===== config.mk =====
export PLATFORM = sky130hd
export DESIGN_NAME = spi_slave_obi_master_flat
export DESIGN_NICKNAME = d
export VERILOG_FILES = /design/src/rtl/spi_obi_pkg.sv /design/src/rtl/spi_slave_obi_master_if.sv /design/src/rtl/spi_obi_addr_gen.sv /design/src/rtl/spi_slave_obi_master.sv /design/src/flat_wrapper.sv
export SDC_FILE = /design/constraint.sdc
export NUM_CORES = 1
export LEC_CHECK = 0
export BUFFER_PORTS_ARGS = -buffer_cell sky130_fd_sc_hd__buf_4
export CAP_MARGIN = 20
export CORE_UTILIZATION = 50
export CTS_CLUSTER_DIAMETER = 50
export DETAILED_ROUTE_END_ITERATION = 8
export GPL_ROUTABILITY_DRIVEN = 0
export PLACE_DENSITY = 0.8
export SYNTH_ARGS = -nofsm -noshare
export SYNTH_HDL_FRONTEND = slang
export SYNTH_HIERARCHICAL = 1
export SYNTH_SLANG_ARGS = --single-unit
export TNS_END_PERCENT = 5

===== constraint.sdc =====
create_clock -name sys_clk -period 7.4 [get_ports sys_clk]
set_clock_uncertainty 0.05 [all_clocks]
set_input_delay 2.22 -clock sys_clk [delete_from_list [all_inputs] [get_ports sys_clk]]
set_output_delay 2.22 -clock sys_clk [all_outputs]
set_load 0.02 [all_outputs]

===== src/rtl/spi_obi_pkg.sv =====
// Shared widths and FSM state encoding for the SPI-slave OBI master.
package spi_obi_pkg;
  localparam int unsigned WORD_BYTES = 4;
  localparam int unsigned OBI_AW     = 32;
  localparam int unsigned OBI_DW     = 32;
  localparam int unsigned OBI_BEW    = OBI_DW / 8;
  localparam int unsigned WRAP_W     = 16;
  localparam int unsigned WORD_SHIFT = $clog2(WORD_BYTES);
  localparam int unsigned CNT_W      = OBI_AW - WORD_SHIFT;

  typedef enum logic [2:0] {
    IDLE,
    WR_WAIT,
    WR_REQ,
    WR_RESP,
    RD_REQ,
    RD_RESP,
    RD_HOLD
  } state_e;
endpackage


===== src/rtl/spi_slave_obi_master_if.sv =====
// OBI request/response bundle between the SPI burst engine and the memory side.
interface spi_slave_obi_master_if;
  import spi_obi_pkg::*;

  logic               obi_req;
  logic               obi_gnt;
  logic [OBI_AW-1:0]  obi_addr;
  logic               obi_we;
  logic [OBI_BEW-1:0] obi_be;
  logic [OBI_DW-1:0]  obi_wdata;
  logic               obi_rvalid;
  logic [OBI_DW-1:0]  obi_rdata;
  logic               obi_err;

  modport master (
    output obi_req, obi_addr, obi_we, obi_be, obi_wdata,
    input  obi_gnt, obi_rvalid, obi_rdata, obi_err
  );

  modport slave (
    input  obi_req, obi_addr, obi_we, obi_be, obi_wdata,
    output obi_gnt, obi_rvalid, obi_rdata, obi_err
  );
endinterface


===== src/rtl/spi_obi_addr_gen.sv =====
// Burst address generator: base + WORD_BYTES*count, count optionally wrapping at wrap length.
module spi_obi_addr_gen
  import spi_obi_pkg::*;
(
  input  logic              sys_clk,
  input  logic              sys_rstn,
  input  logic              load,
  input  logic              advance,
  input  logic [OBI_AW-1:0] start_addr,
  input  logic [WRAP_W-1:0] wrap_len,
  output logic [OBI_AW-1:0] addr
);
  logic [OBI_AW-1:0] base_q, base_d;
  logic [OBI_AW-1:0] addr_q, addr_d;
  logic [CNT_W-1:0]  count_q, count_d;
  logic [WRAP_W-1:0] wrap_q, wrap_d;
  logic              wrap_hit;

  // Address is registered from the next-state count so it is valid with the request.
  always_comb begin
    base_d   = base_q;
    count_d  = count_q;
    wrap_d   = wrap_q;
    wrap_hit = (wrap_q != '0) && (count_q == CNT_W'(wrap_q - WRAP_W'(1)));
    if (load) begin
      base_d  = start_addr;
      count_d = '0;
      wrap_d  = wrap_len;
    end else if (advance) begin
      count_d = wrap_hit ? '0 : count_q + CNT_W'(1);
    end
    addr_d = base_d + (OBI_AW'(count_d) << WORD_SHIFT);
  end

  always_ff @(posedge sys_clk) begin
    if (!sys_rstn) begin
      base_q  <= '0;
      count_q <= '0;
      wrap_q  <= '0;
      addr_q  <= '0;
    end else begin
      base_q  <= base_d;
      count_q <= count_d;
      wrap_q  <= wrap_d;
      addr_q  <= addr_d;
    end
  end

  assign addr = addr_q;
endmodule


===== src/rtl/spi_slave_obi_master.sv =====
// SPI-slave-side OBI master: SPI burst commands become single-outstanding OBI word accesses.
// Optional saturating OBI error counter on err_count when SPI_OBI_ERR_CNT_EN is defined.
module spi_slave_obi_master
  import spi_obi_pkg::*;
(
  input  logic              sys_clk,
  input  logic              sys_rstn,
  input  logic              cs_end,
  input  logic [OBI_AW-1:0] ctrl_addr,
  input  logic              ctrl_addr_valid,
  input  logic              ctrl_rd_wr,
  input  logic [WRAP_W-1:0] wrap_length,
  input  logic [OBI_DW-1:0] rx_data,
  input  logic              rx_valid,
  output logic              rx_ready,
  output logic [OBI_DW-1:0] tx_data,
  output logic              tx_valid,
  input  logic              tx_ready,
  output logic              busy,
  spi_slave_obi_master_if.master obi
`ifdef SPI_OBI_ERR_CNT_EN
  ,
  output logic [7:0]        err_count
`endif
);
  state_e            state_q, state_d;
  logic              abort_q, abort_d, abort_c;
  logic [OBI_DW-1:0] wdata_q, wdata_d;
  logic [OBI_DW-1:0] tx_data_q, tx_data_d;
  logic              tx_valid_q, tx_valid_d;
  logic              req_q, req_d;
  logic              we_q, we_d;
  logic              busy_q, busy_d;
  logic              rx_ready_q, rx_ready_d;
  logic              ag_load, ag_advance;

  // A chip-select end seen during a bus access is only acted on once the access completes.
  assign abort_c = abort_q | cs_end;

  always_comb begin
    state_d    = state_q;
    abort_d    = abort_q;
    wdata_d    = wdata_q;
    tx_data_d  = tx_data_q;
    tx_valid_d = tx_valid_q;
    ag_load    = 1'b0;
    ag_advance = 1'b0;
    unique case (state_q)
      IDLE: begin
        tx_valid_d = 1'b0;
        if (!cs_end && ctrl_addr_valid) begin
          ag_load = 1'b1;
          state_d = ctrl_rd_wr ? RD_REQ : WR_WAIT;
        end
      end
      WR_WAIT: begin
        if (cs_end) begin
          state_d = IDLE;
        end else if (rx_valid) begin
          wdata_d = rx_data;
          state_d = WR_REQ;
        end
      end
      WR_REQ, RD_REQ: begin
        abort_d = abort_c;
        if (obi.obi_gnt) state_d = (state_q == WR_REQ) ? WR_RESP : RD_RESP;
      end
      WR_RESP: begin
        abort_d = abort_c;
        if (obi.obi_rvalid) begin
          ag_advance = 1'b1;
          abort_d    = 1'b0;
          state_d    = abort_c ? IDLE : WR_WAIT;
        end
      end
      RD_RESP: begin
        abort_d = abort_c;
        if (obi.obi_rvalid) begin
          abort_d = 1'b0;
          if (abort_c) begin
            state_d = IDLE;
          end else begin
            tx_data_d  = obi.obi_rdata;
            tx_valid_d = 1'b1;
            state_d    = RD_HOLD;
          end
        end
      end
      RD_HOLD: begin
        if (cs_end) begin
          tx_valid_d = 1'b0;
          state_d    = IDLE;
        end else if (tx_ready) begin
          tx_valid_d = 1'b0;
          ag_advance = 1'b1;
          state_d    = RD_REQ;
        end
      end
      default: state_d = IDLE;
    endcase
    // State-decoded outputs are registered from the next state so they align with state_q.
    req_d      = (state_d == WR_REQ) || (state_d == RD_REQ);
    we_d       = (state_d == WR_REQ);
    busy_d     = (state_d != IDLE);
    rx_ready_d = (state_d == WR_WAIT);
  end

  always_ff @(posedge sys_clk) begin
    if (!sys_rstn) begin
      state_q    <= IDLE;
      abort_q    <= 1'b0;
      wdata_q    <= '0;
      tx_data_q  <= '0;
      tx_valid_q <= 1'b0;
      req_q      <= 1'b0;
      we_q       <= 1'b0;
      busy_q     <= 1'b0;
      rx_ready_q <= 1'b0;
    end else begin
      state_q    <= state_d;
      abort_q    <= abort_d;
      wdata_q    <= wdata_d;
      tx_data_q  <= tx_data_d;
      tx_valid_q <= tx_valid_d;
      req_q      <= req_d;
      we_q       <= we_d;
      busy_q     <= busy_d;
      rx_ready_q <= rx_ready_d;
    end
  end

  spi_obi_addr_gen u_addr_gen (
    .sys_clk    (sys_clk),
    .sys_rstn   (sys_rstn),
    .load       (ag_load),
    .advance    (ag_advance),
    .start_addr (ctrl_addr),
    .wrap_len   (wrap_length),
    .addr       (obi.obi_addr)
  );

  assign obi.obi_req   = req_q;
  assign obi.obi_we    = we_q;
  assign obi.obi_be    = {OBI_BEW{1'b1}};
  assign obi.obi_wdata = wdata_q;
  assign tx_data       = tx_data_q;
  assign tx_valid      = tx_valid_q;
  assign busy          = busy_q;
  assign rx_ready      = rx_ready_q;

`ifdef SPI_OBI_ERR_CNT_EN
  logic [7:0] err_cnt_q, err_cnt_d;

  always_comb begin
    err_cnt_d = err_cnt_q;
    if (obi.obi_rvalid && obi.obi_err && (err_cnt_q != 8'hFF)) err_cnt_d = err_cnt_q + 8'd1;
  end

  always_ff @(posedge sys_clk) begin
    if (!sys_rstn) err_cnt_q <= '0;
    else           err_cnt_q <= err_cnt_d;
  end

  assign err_count = err_cnt_q;
`else
  logic unused_err_c;
  assign unused_err_c = obi.obi_err;
`endif
endmodule


===== src/flat_wrapper.sv =====
// flat-port wrapper written by rule: the top's interface ports become plain ports
module spi_slave_obi_master_flat import spi_obi_pkg::*;
  (sys_clk, sys_rstn, cs_end, ctrl_addr, ctrl_addr_valid, ctrl_rd_wr, wrap_length, rx_data, rx_valid, rx_ready, tx_data, tx_valid, tx_ready, busy, obi_obi_req, obi_obi_addr, obi_obi_we, obi_obi_be, obi_obi_wdata, obi_obi_gnt, obi_obi_rvalid, obi_obi_rdata, obi_obi_err);
  spi_slave_obi_master_if obi_i ();
  input  logic sys_clk;
  input  logic sys_rstn;
  input  logic cs_end;
  input  logic [OBI_AW-1:0] ctrl_addr;
  input  logic ctrl_addr_valid;
  input  logic ctrl_rd_wr;
  input  logic [WRAP_W-1:0] wrap_length;
  input  logic [OBI_DW-1:0] rx_data;
  input  logic rx_valid;
  output logic rx_ready;
  output logic [OBI_DW-1:0] tx_data;
  output logic tx_valid;
  input  logic tx_ready;
  output logic busy;
  output wire logic [$bits(obi_i.obi_req)-1:0] obi_obi_req;
  output wire logic [$bits(obi_i.obi_addr)-1:0] obi_obi_addr;
  output wire logic [$bits(obi_i.obi_we)-1:0] obi_obi_we;
  output wire logic [$bits(obi_i.obi_be)-1:0] obi_obi_be;
  output wire logic [$bits(obi_i.obi_wdata)-1:0] obi_obi_wdata;
  input wire logic [$bits(obi_i.obi_gnt)-1:0] obi_obi_gnt;
  input wire logic [$bits(obi_i.obi_rvalid)-1:0] obi_obi_rvalid;
  input wire logic [$bits(obi_i.obi_rdata)-1:0] obi_obi_rdata;
  input wire logic [$bits(obi_i.obi_err)-1:0] obi_obi_err;
  assign obi_obi_req = obi_i.obi_req;
  assign obi_obi_addr = obi_i.obi_addr;
  assign obi_obi_we = obi_i.obi_we;
  assign obi_obi_be = obi_i.obi_be;
  assign obi_obi_wdata = obi_i.obi_wdata;
  assign obi_i.obi_gnt = obi_obi_gnt;
  assign obi_i.obi_rvalid = obi_obi_rvalid;
  assign obi_i.obi_rdata = obi_obi_rdata;
  assign obi_i.obi_err = obi_obi_err;
  spi_slave_obi_master u_core (.sys_clk(sys_clk), .sys_rstn(sys_rstn), .cs_end(cs_end), .ctrl_addr(ctrl_addr), .ctrl_addr_valid(ctrl_addr_valid), .ctrl_rd_wr(ctrl_rd_wr), .wrap_length(wrap_length), .rx_data(rx_data), .rx_valid(rx_valid), .rx_ready(rx_ready), .tx_data(tx_data), .tx_valid(tx_valid), .tx_ready(tx_ready), .busy(busy), .obi(obi_i));
endmodule

## Word level (Yosys, flattened, before mapping)

Index checks and enable logic that the tools add are counted.

- Add/subtract/negate cells: 3
- Equality and inequality tests: 13
- Multiplexer cells: 30
- Bitwise logic cells: 3
- Reductions and logical operators: 14

Operators with widths:

| cell | number |
|---|---|
| two-way mux 30 bit | 3 |
| two-way mux 3 bit | 11 |
| adder 32 bit | 1 |
| two-way mux 32 bit | 1 |
| adder 30 x 1 -> 30 bit, second input constant | 1 |
| equality test 30 bit | 1 |
| case mux 3 bit (6 select lines) | 1 |
| subtractor 16 x 1 -> 17 bit, second input constant | 1 |
| nonzero test 16 bit | 1 |
| equality test 3 bit, second input constant | 4 |
| two-way mux 1 bit | 11 |
| equality test 3 x 2 -> 1 bit, second input constant | 3 |
| equality test 3 x 1 -> 1 bit, second input constant | 2 |
| AND reduction 3 bit | 2 |
| nonzero test 3 bit | 2 |
| != test 2 bit, second input constant | 2 |
| case mux 1 bit (2 select lines) | 2 |
| AND reduction 4 bit | 1 |
| OR reduction 2 bit | 2 |
| logical NOT 3 bit | 1 |
| != test 3 bit, second input constant | 1 |
| case mux 1 bit (3 select lines) | 1 |
| logical AND 1 bit | 2 |
| NOT 1 bit | 2 |
| 4 further kinds | 4 |

- Register bits after elaboration: 183
- Input port bits: 122
- Output and inout bits: 105
- Word-level logic and storage cells: 76

## Longest topological paths before layout

- Depth in word-level cells: 7
- Mapped depth: 27

## Hierarchy

Netlist, hierarchy kept.

Modules (own cells, without submodules):

| module | times used | cells each | area each (um^2) | sequential area each (um^2) |
|---|---|---|---|---|
| spi_obi_addr_gen | 1 | 696 | 5980.7 | 2162.1 |
| spi_slave_obi_master | 1 | 343 | 2717.6 | 1461.4 |

## Worst setup path before layout

Ideal clock, no wire load.

- Kind: input-to-reg
- Start: input obi_obi_rvalid
- End: register u_core.u_addr_gen.addr_q[30] (netlist: u_core/u_addr_gen/addr[30])
- Data arrival time: 6.219 ns
- Setup slack: 1.073 ns
- Stages: 27
- Buffers on the path: 2
- Cells stage by stage: nand2_1 nor2_1 a31oi_1 nor2_1 nor4b_1 nand3_1 nor4_1 nand4_1 nor3_1 nand4_1 nor3_1 or2_1 buf_6 buf_6 nor2_1 ha_1 inv_1 fa_1 nor2b_1 o31a_1 o21ai_1 a211o_1 a31oi_1 a211oi_1 o21ai_1 a2111oi_0 or3b_1

- Cells in the longest elaborated chain, start to end: 5

Ends and longest elaborated chain:

| what | line | text |
|---|---|---|
| from (decl) | flat_wrapper.sv:25 | `input wire logic [$bits(obi_i.obi_rvalid)-1:0] obi_obi_rvalid;` |
| two-way mux 1 bit | spi_slave_obi_master.sv:70 | `if (obi.obi_rvalid) begin` |
| case mux 1 bit (2 select lines) | spi_slave_obi_master.sv:48 | `unique case (state_q)` |
| net u_core.ag_advance | spi_slave_obi_master.sv:35 | `logic ag_load, ag_advance;` |
| two-way mux 30 bit | spi_obi_addr_gen.sv:29 | `end else if (advance) begin` |
| two-way mux 30 bit | spi_obi_addr_gen.sv:25 | `if (load) begin` |
| net u_core.u_addr_gen.count_d[0] | spi_obi_addr_gen.sv:15 | `logic [CNT_W-1:0] count_q, count_d;` |
| adder 32 bit | spi_obi_addr_gen.sv:32 | `addr_d = base_d + (OBI_AW'(count_d) << WORD_SHIFT);` |
| to (signal assigned) | spi_obi_addr_gen.sv:45 | `addr_q <= addr_d;` |
| to (decl) | spi_obi_addr_gen.sv:14 | `logic [OBI_AW-1:0] addr_q, addr_d;` |

The timed path passes the listed nets, and every way through them passes these cells.
A chain may end at the register's enable or synchronous reset.

## Final worst setup path

- Start: input cs_end
- End: register u_core.u_addr_gen.addr_q[31] (netlist: u_core/u_addr_gen/addr[31])

- Elaborated cells between the ends (all ways): 10

RTL lines:

| what | line | text |
|---|---|---|
| from (decl) | flat_wrapper.sv:7 | `input logic cs_end;` |
| two-way mux 1 bit | spi_slave_obi_master.sv:90 | `if (cs_end) begin` |
| case mux 1 bit (2 select lines) | spi_slave_obi_master.sv:48 |  |
| net u_core.ag_advance | spi_slave_obi_master.sv:35 |  |
| two-way mux 30 bit | spi_obi_addr_gen.sv:29 |  |
| two-way mux 30 bit | spi_obi_addr_gen.sv:25 |  |
| net u_core.u_addr_gen.count_d[6] | spi_obi_addr_gen.sv:15 |  |
| adder 32 bit | spi_obi_addr_gen.sv:32 |  |

The timed path passes the listed nets, and every way through them passes these cells.

==> results.yml <==
status:
  outcome: "completed"
placement:
  placed_cells_incl_taps: 1443
  dp.final_hpwl_um: 16200
  io_buffers: 221
drt:
  wirelength_um: 21900
  wire_per_inst_um: 14.9
  drt_pass1_iterations: 5
  vias_per_cell: 5.32
  drt_iter0_markers: 539
  drc: 0
  num_vias: 7843
  ant_nets: 0
setup_path:
  startpoint_type: "input pin"
  cp.arrival_ps: 7170
  critical_path.max_fanout: 11
  worstSetupPathType: "in2reg"
  timing.rr.start: "u_core/u_addr_gen/wrap_q[0]$_SDFFE_PN0P_"
  critPathLaunch: "cs_end"
  cp.required_ps: 7670
  r2r_setup_slack_ps: 1670
  regToRegEndpoint: "u_core/u_addr_gen/addr[31]$_SDFF_PN0_"
  crit_end: "u_core/u_addr_gen/addr[31]$_SDFF_PN0_"
  ff2ff_path_depth: 23
  crit_path_end_kind: "flip-flop"
final_layout:
  final_cells: 1475
  nNetsFinal: 1396
  synthToLayoutAreaGrowth_pct: 27.4
  layout-drive-gt1-share_pct: 24.8
  layout_commonest_cell: "buf_4"
  final_cell_mix: "buf_4, dfxtp_1, nand2_1"
  antenna-diode-count: 0
global_routing:
  grt_pass1_vias: 7314
  antenna_found_initial: 0
  grt_max_degree: 48
  grt_pass1_wl_um: 34900
  track_usage_pct: 24.2
  overflow: 0
logic_synthesis:
  synth-xor-area-share_pct: 6.85
  synth-seq-cells: 181
  syn_area_per_cell_um2: 8.37
  netlist_instances: 1039
  yosysSeqAreaShare_pct: 41.7
  synth.mux.area_fraction_pct: 6.29
  synth_edf_count: 0
  synth_cell_types: 62
  async_flop_share_pct: 0
  synthAdderAreaFrac_pct: 4.69
  yosysWarningCount: 6
  synthSimpleGateAreaFrac_pct: 24.4
  synth_compound_area_share_pct: 11.6
  synth_top_family_by_area: "simple AND/OR/NAND/NOR gates"
  synth_ff_type: "dfxtp_1"
  synth.cell_area_um2: 8700
floorplanning:
  die-height_um: 134
  fp.dieW_um: 134
  die-area_um2: 17900
  coreArea_um2: 16800
  rows: 47
  num_io_pins: 227
  initial_utilization_pct: 51.9
timing:
  tightest_slew_ps: 1020
  final-setup-viol-count: 0
  finalHoldViolCount: 0
  relSlewSlack_pct: 32.2
  rsz0062_at_grt: "false"
  layout_min_cycle_time_ps: 6900
  finalSetupTns_ps: 0
  finalCritPeriodShare_pct: 93.2
  fmax_mhz: 145
  slew_violations: 0
run:
  cap_violations: 0
pwr:
  vdd_drop_max_mv: 0.158
  p_per_area_nw_per_um2: 204
  cellLeakagePower_nw: 4.82
clock_network:
  cts_setup_buffers: 0
  clk_pin_slew_worst_paths_ps: 70
  cts.sinks: 181
  cts_buffers: 17
  hold_buffers: 0
  ctsResizeCount: 0
  root_buffer: "clkbuf_16"
  insertion_delay_ps: 430
  cts-htree-levels: 4
  cts_tree: "yes"
  clk_path_buf_depth: 2
min_path:
  hold_class: "reg2reg"
worst max-delay path, cell delays in order:
cell,delay (ps)
buf_4,140
nor2b_4,140
a31oi_1,90
nor2_1,140
nor4b_1,300
nand3_1,120
nor4_1,170
nand4_1,170
nor3_1,160
nand4_1,110
nor3_1,240
buf_4,160
or2_1,260
buf_4,230
nor2_1,70
ha_1,360
a21o_1,220
a211o_1,260
o21ai_1,220
a21oi_1,210
o31ai_1,440
o21ai_1,200
o22ai_1,260
xor2_1,210
nor2_1,50
Yosys cell counts (all sizes together) (7+ instances only):
master / n / area (µm²)
nand3: 26 / 130
a31oi: 11 / 68.8
xor2: 36 / 315
nand2: 155 / 582
and3: 13 / 81.3
mux2: 29 / 327
o21ai: 27 / 135
a211oi: 8 / 65.1
nand4: 12 / 75.1
nor3: 27 / 145
inv: 22 / 82.6
a21o: 7 / 52.6
nor2: 141 / 532
clkbuf: 30 / 113
dfxtp: 181 / 3620
a21oi: 90 / 450
mux2i: 22 / 220
nand2b: 7 / 43.8
buf: 26 / 190
xnor2: 32 / 280
nor2b: 9 / 63.8
ha: 31 / 388
and2: 33 / 206
or3: 8 / 60.1
sequential cells by signal, indices dropped and copies added, names as in the netlist, 3 cells and up:
name                       flops
u_core/state_q                 3
u_core/u_addr_gen/addr        30
u_core/tx_data                32
u_core/u_addr_gen/wrap_q      16
u_core/u_addr_gen/count_q     30
u_core/u_addr_gen/base_q      32
u_core/obi.obi_wdata          32
cell type report:
type | instances | area [µm²]
sequential | 181 | 3620
tap | 220 | 275
clock buffer | 17 | 425
multi-input combinational | 783 | 4710
timing repair buffer | 237 | 1790
fill | 1401 | 5670
clock inverter | 15 | 179
inverter | 22 | 82.6
power by group:
group	leakage, nW	switching (W)	total, W	internal (W)
Clock	0.294	0.000434	0.000920	0.000486
Sequential	1.47	0.0000188	0.00102	0.00101
Combinational	3.06	0.000165	0.000319	0.000154
kinds of logic after synthesis:
group           count (synthesis)
flops                         181
simple gates                  456
buf+inv                        78
xor+xnor                       68
other cells                     1
compound gates                172
mux                            51
fa+ha+maj                      32
through the flow:
stage                     setup WS, ps  power, W  utilization [%]  hold slack [ps]  cell area [µm²]
after floorplan                   1070   0.00125                -              412             8710
after global placement             198   0.00136             62.4              392            10500
after detailed placement           163   0.00136             62.5              397            10500
after CTS                          576   0.00228             66.1              408            11100
after global routing              23.3   0.00235             66.1              421            11100
final                              504   0.00226             66.1              405            11100
worst min-delay path by stage:
stage,from,end,slack (ps),cells after the start
after floorplan,u_core/u_addr_gen/base_q[0]$_SDFFE_PN0P_,u_core/u_addr_gen/base_q[0]$_SDFFE_PN0P_,410,2
after global placement,u_core/tx_data[12]$_SDFFE_PN0P_,u_core/tx_data[12]$_SDFFE_PN0P_,390,2
after detailed placement,u_core/obi.obi_wdata[0]$_SDFFE_PN0P_,u_core/obi.obi_wdata[0]$_SDFFE_PN0P_,400,2
after CTS,u_core/tx_data[3]$_SDFFE_PN0P_,u_core/tx_data[3]$_SDFFE_PN0P_,410,2
after global routing,u_core/obi.obi_wdata[16]$_SDFFE_PN0P_,u_core/obi.obi_wdata[16]$_SDFFE_PN0P_,420,2
final,u_core/tx_data[23]$_SDFFE_PN0P_,u_core/tx_data[23]$_SDFFE_PN0P_,400,2
layer usage:
metal / global-route usage (%) / vias to the layer above / part of all wire [%]
met5: 0 / - / 0
met4: 9.79 / 0 / 2.8
met3: 4.65 / 44 / 5.6
met2: 42.3 / 242 / 49
met1: 29.0 / 3626 / 42
li1: - / 3931 / -
Power figures use the tool's default switching activity.
